===== config.mk =====
export PLATFORM = sky130hd
export DESIGN_NAME = mp_add_seq
export DESIGN_NICKNAME = d
export VERILOG_FILES = /design/src/rtl/mp_add_pkg.sv /design/src/rtl/mp_add_seq_rca.sv /design/src/rtl/mp_add_seq.sv
export SDC_FILE = /design/constraint.sdc
export NUM_CORES = 1
export LEC_CHECK = 0
export ABC_AREA = 1
export BUFFER_PORTS_ARGS = -buffer_cell sky130_fd_sc_hd__buf_2
export CAP_MARGIN = 20
export CORE_MARGIN = 2
export CORE_UTILIZATION = 57
export DETAILED_ROUTE_END_ITERATION = 10
export PLACE_DENSITY = 0.83
export SLEW_MARGIN = 20
export SYNTH_ARGS = -nofsm -noshare
export SYNTH_HDL_FRONTEND = slang
export SYNTH_SLANG_ARGS = --single-unit

===== constraint.sdc =====
create_clock -name clk_i -period 3.2 [get_ports clk_i]
set_input_delay 0.64 -clock clk_i [delete_from_list [all_inputs] [get_ports clk_i]]
set_output_delay 0.64 -clock clk_i [all_outputs]
set_load 0.1 [all_outputs]

===== src/rtl/mp_add_pkg.sv =====
// ============================================================================
// Module  : mp_add_pkg
// Brief   : Shared types and helpers for the multi-precision adder sequencer.
// Revision: 1.0 - initial release
// ============================================================================
`default_nettype none

package mp_add_pkg;

  typedef enum logic [1:0] {
    ST_IDLE = 2'd0,
    ST_RUN  = 2'd1,
    ST_DONE = 2'd2
  } state_t;

  // Slice counter needs at least one bit, even for a single-word operand.
  function automatic int cnt_width(input int words);
    return (words <= 1) ? 1 : $clog2(words);
  endfunction

endpackage

`default_nettype wire


===== src/rtl/mp_add_seq_rca.sv =====
// ============================================================================
// Module  : mp_add_seq_rca
// Brief   : WIDTH-bit ripple-carry adder slice.
// Revision: 1.0 - initial release
// ============================================================================
`default_nettype none

module mp_add_seq_rca #(
  parameter int WIDTH = 4
) (
  input  logic [WIDTH-1:0] a_i,
  input  logic [WIDTH-1:0] b_i,
  input  logic             carry_i,
  output logic [WIDTH-1:0] sum_o,
  output logic             carry_o
);

  logic [WIDTH:0] w_c;

  assign w_c[0] = carry_i;

  for (genvar i = 0; i < WIDTH; i++) begin : g_bit
    assign sum_o[i]   = a_i[i] ^ b_i[i] ^ w_c[i];
    assign w_c[i+1]   = (a_i[i] & b_i[i]) | (w_c[i] & (a_i[i] ^ b_i[i]));
  end

  assign carry_o = w_c[WIDTH];

endmodule

`default_nettype wire


===== src/rtl/mp_add_seq.sv =====
// ============================================================================
// Module  : mp_add_seq
// Brief   : Multi-precision adder; one WIDTH-bit slice per cycle, LS word
//           first. Optional subtract mode via macro MP_ADD_SUB_EN.
// Revision: 1.0 - initial release
// ============================================================================
`default_nettype none

module mp_add_seq
  import mp_add_pkg::*;
#(
  parameter int WIDTH = 4,
  parameter int WORDS = 4
) (
  input  logic                   clk_i,
  input  logic                   rst_n_i,
  input  logic                   start_valid_i,
  output logic                   start_ready_o,
  input  logic [WIDTH*WORDS-1:0] a_i,
  input  logic [WIDTH*WORDS-1:0] b_i,
  input  logic                   carry_i,
`ifdef MP_ADD_SUB_EN
  input  logic                   sub_i,
`endif
  output logic                   res_valid_o,
  input  logic                   res_ready_i,
  output logic [WIDTH*WORDS-1:0] sum_o,
  output logic                   carry_o,
  output logic                   busy_o
);

  localparam int N     = WIDTH * WORDS;
  localparam int CNT_W = cnt_width(WORDS);
  localparam logic [CNT_W-1:0] C_LAST = CNT_W'(WORDS - 1);

  state_t           r_state;
  state_t           w_state_nxt;
  logic [CNT_W-1:0] r_cnt;
  logic             r_carry;
  logic [N-1:0]     r_a_sh;
  logic [N-1:0]     r_b_sh;
  logic [N-1:0]     r_sum;
  logic             r_carry_out;

  logic             w_start;
  logic             w_last;
  logic [WIDTH-1:0] w_slice_sum;
  logic             w_slice_carry;
  logic [N+WIDTH-1:0] w_sum_cat;
  logic [N-1:0]     w_b_load;
  logic             w_cin_load;

`ifdef MP_ADD_SUB_EN
  // Subtraction as A + ~B + 1; carry_i is deliberately ignored here.
  assign w_b_load   = sub_i ? ~b_i : b_i;
  assign w_cin_load = sub_i ? 1'b1 : carry_i;
`else
  assign w_b_load   = b_i;
  assign w_cin_load = carry_i;
`endif

  assign w_start   = start_valid_i && (r_state == ST_IDLE);
  assign w_last    = (r_cnt == C_LAST);
  assign w_sum_cat = {w_slice_sum, r_sum};

  mp_add_seq_rca #(
    .WIDTH (WIDTH)
  ) u_rca (
    .a_i     (r_a_sh[WIDTH-1:0]),
    .b_i     (r_b_sh[WIDTH-1:0]),
    .carry_i (r_carry),
    .sum_o   (w_slice_sum),
    .carry_o (w_slice_carry)
  );

  always_ff @(posedge clk_i or negedge rst_n_i) begin
    if (!rst_n_i) begin
      r_state <= ST_IDLE;
    end else begin
      r_state <= w_state_nxt;
    end
  end

  always_comb begin
    w_state_nxt   = r_state;
    start_ready_o = 1'b0;
    res_valid_o   = 1'b0;
    busy_o        = 1'b0;
    case (r_state)
      ST_IDLE: begin
        start_ready_o = 1'b1;
        if (start_valid_i) w_state_nxt = ST_RUN;
      end
      ST_RUN: begin
        busy_o = 1'b1;
        if (w_last) w_state_nxt = ST_DONE;
      end
      ST_DONE: begin
        busy_o      = 1'b1;
        res_valid_o = 1'b1;
        if (res_ready_i) w_state_nxt = ST_IDLE;
      end
      default: w_state_nxt = ST_IDLE;
    endcase
  end

  always_ff @(posedge clk_i or negedge rst_n_i) begin
    if (!rst_n_i) begin
      r_cnt       <= '0;
      r_carry     <= 1'b0;
      r_a_sh      <= '0;
      r_b_sh      <= '0;
      r_sum       <= '0;
      r_carry_out <= 1'b0;
    end else if (w_start) begin
      r_cnt   <= '0;
      r_carry <= w_cin_load;
      r_a_sh  <= a_i;
      r_b_sh  <= w_b_load;
    end else if (r_state == ST_RUN) begin
      // Each slice enters at the top; after WORDS slices the LS word is at bit 0.
      r_sum   <= w_sum_cat[N+WIDTH-1:WIDTH];
      r_a_sh  <= r_a_sh >> WIDTH;
      r_b_sh  <= r_b_sh >> WIDTH;
      r_carry <= w_slice_carry;
      r_cnt   <= r_cnt + 1'b1;
      if (w_last) r_carry_out <= w_slice_carry;
    end
  end

  assign sum_o   = r_sum;
  assign carry_o = r_carry_out;

endmodule

`default_nettype wire


==> results_dict.tcl <==
set metrics [dict create \
    ant_nets 0 \
    netlist_area_um2 2510 \
    track_usage_pct 20.4 \
    drc 0 \
    synthMuxAreaShare_pct 0 \
    drive_above_1_share_pct 20.4 \
    setup_viol 0 \
    grt_pass1_wl_mm 7.98 \
    postCtsSetupBuffers 0 \
    grt_max_degree 39 \
    initial_core_util_pct 58.4 \
    synth_fa_ha_area_share_pct 5.19 \
    min_period_ps 2180 \
    fmax_ghz 0.458 \
    synth_top_family_by_area "simple AND/OR/NAND/NOR gates" \
    die_x_um 70.3 \
    routed_wl_mm 4.55 \
    report.final.slew_viol_count 0 \
    cts_tree "yes" \
    synth_cell_types 20 \
    synth_cells 285 \
    post-dp-hpwl_mm 3.11 \
    worstPathArrival_ps 2400 \
    wl_per_cell_um 11.8 \
    drtPass1Iterations 4 \
    gp_congestion 0.765 \
    critPathMaxFanout 2 \
    grt_overflow_total 0 \
    ys_seq_elements 54 \
    crit_path_start_kind "register" \
    area_growth_pct 12.1 \
    cp_data_required_time_ps 3420 \
    antenna_found_initial 0 \
    die-area_um2 4950 \
    maxCapViolCount 0 \
    cts_made_buffers 5 \
    r2r_cells 8 \
    n_antenna_cell 0 \
    core_um2 4290 \
    yosysWarnings 0 \
    tightest_slew_ps 766 \
    synth_xor_xnor_area_share_pct 0 \
    io_pins 57 \
    rsz0062_at_grt "false" \
    nets 379 \
    critPathKind "register to register" \
    status "finished clean" \
    crit-reg2reg-launch "r_carry" \
    r2r_slack_ps 1020 \
    cts_resized 0 \
    avgSynthCellArea_um2 8.80 \
    cts_buffer_depth 2 \
    clock_latency_ps 300 \
    path_clk_slew_ps 90 \
    port-buffer-count 56 \
    hold_path_class "input pin to asynchronous set/reset pin" \
    htree_num_levels 2 \
    via_per_inst 5.09 \
    synth_nets 330 \
    synth_compound_area_share_pct 2.20 \
    hold_violations 0 \
    skew_ps 2.25 \
    cts_hold_buffers 0 \
    vias 1966 \
    rows 24 \
    cp-end-kind "register" \
    synthSimpleGateAreaFrac_pct 29.8 \
    cts-root-buf "clkbuf_8" \
    fin_crit_sh_pct 68.2 \
    drt-initial-drc-count 128 \
    grt_pass1_vias 1820 \
    max_slew_margin_pct 48.8 \
    fill_cells 378 \
    numClockSinks 54 \
    seq_area_frac_synth_pct 53.9 \
    die_y_um 70.3 \
    r2r_end "sum_o[15]" \
    setup_tns_ps 0 \
]
[flip-flops by register name, summed over array words and instances, names as in the netlist]
signal,cells
carry_o,1
sum_o,16
r_a_sh,16
r_carry,1
r_cnt,2
r_state,2
r_b_sh,16
[worst max-delay path: stages (launching register included)]
cell and delay (ps):
dfrtp_1 410, fa_1 420, inv_1 80, fa_1 150, inv_1 50, fa_1 350, inv_1 80, fa_1 410
o21ai_0 160
[worst max-delay path by stage]
stage / depth (start not counted) / slack (ps) / startpoint / to
floorplan: 7 / 1130 / r_state[0] / carry_o
global placement: 8 / 1110 / r_carry / sum_o[15]
detailed placement: 8 / 1020 / r_carry / sum_o[15]
CTS: 8 / 1000 / r_carry / sum_o[15]
global route: 8 / 930 / r_carry / sum_o[15]
finish: 8 / 1020 / r_carry / sum_o[15]
[cell usage after synthesis]
library cell | instances | share of area [%]
dfrtp_1 | 54 | 54
inv_4 | 2 | 0.50
inv_8 | 1 | 0.45
nor2_1 | 1 | 0.15
inv_1 | 18 | 2.7
buf_2 | 4 | 0.80
buf_4 | 5 | 1.5
buf_8 | 1 | 0.60
nand2_1 | 110 | 16
buf_6 | 5 | 2.2
o21ai_1 | 2 | 0.40
nand2_2 | 1 | 0.25
fa_1 | 4 | 3.2
ha_1 | 4 | 2.0
nand4_1 | 2 | 0.50
a21oi_1 | 1 | 0.20
clkbuf_1 | 1 | 0.15
o21ai_0 | 8 | 1.6
nand2_4 | 1 | 0.45
nand3_1 | 60 | 12
[cell families after synthesis]
logic type      after synthesis
compound gates               11
fa+ha+maj                     8
buf+inv                      37
flops                        54
simple gates                175
[metrics by stage]
step                      cells  hold WS, ps  utilization, %  cell area (um2)  worst slack (ps)
after detailed placement    379          453            63.7             2740              1020
after CTS                   386          308            65.5             2810               997
after global routing        386          318            65.5             2810               926
final                       386          291            65.5             2810              1020
after floorplan             285          344               -             2510              1130
after global placement      379          448            63.7             2740              1110
[cell usage in the layout, fill, tap and decap left out]
cell type / synthesis / layout
clkbuf_8: 0 / 5
dfrtp_1: 54 / 54
o21ai_1: 2 / 2
nand4_1: 2 / 2
fa_1: 4 / 4
nand2_1: 110 / 110
clkbuf_1: 1 / 2
nand2_4: 1 / 1
nand2_2: 1 / 1
inv_8: 1 / 1
inv_1: 18 / 18
inv_4: 2 / 2
buf_4: 5 / 2
ha_1: 4 / 4
a21oi_1: 1 / 1
nand3_1: 60 / 60
o21ai_0: 8 / 8
nor2_1: 1 / 1
buf_2: 4 / 56
[layer usage]
layer	vias up	routed length [um]	GRT usage, %
met1	905	2080	27.4
met3	6	254	5.34
li1	999	-	-
met2	56	2170	34.0
met5	-	0	0
met4	0	40	3.85
[layout make-up]
class	count	area (um2)	area share (%)
multi-input combinational	194	932	33.2
timing repair buffer	58	295	10.5
clock buffer	7	76.3	2.71
inverter	21	91.3	3.25
tap	52	65.1	2.31
sequential	54	1350	48.1
Power is left out: the tool's default activity adds up to more than one toggle a clock period on the data nets, which glitch-free logic cannot reach.
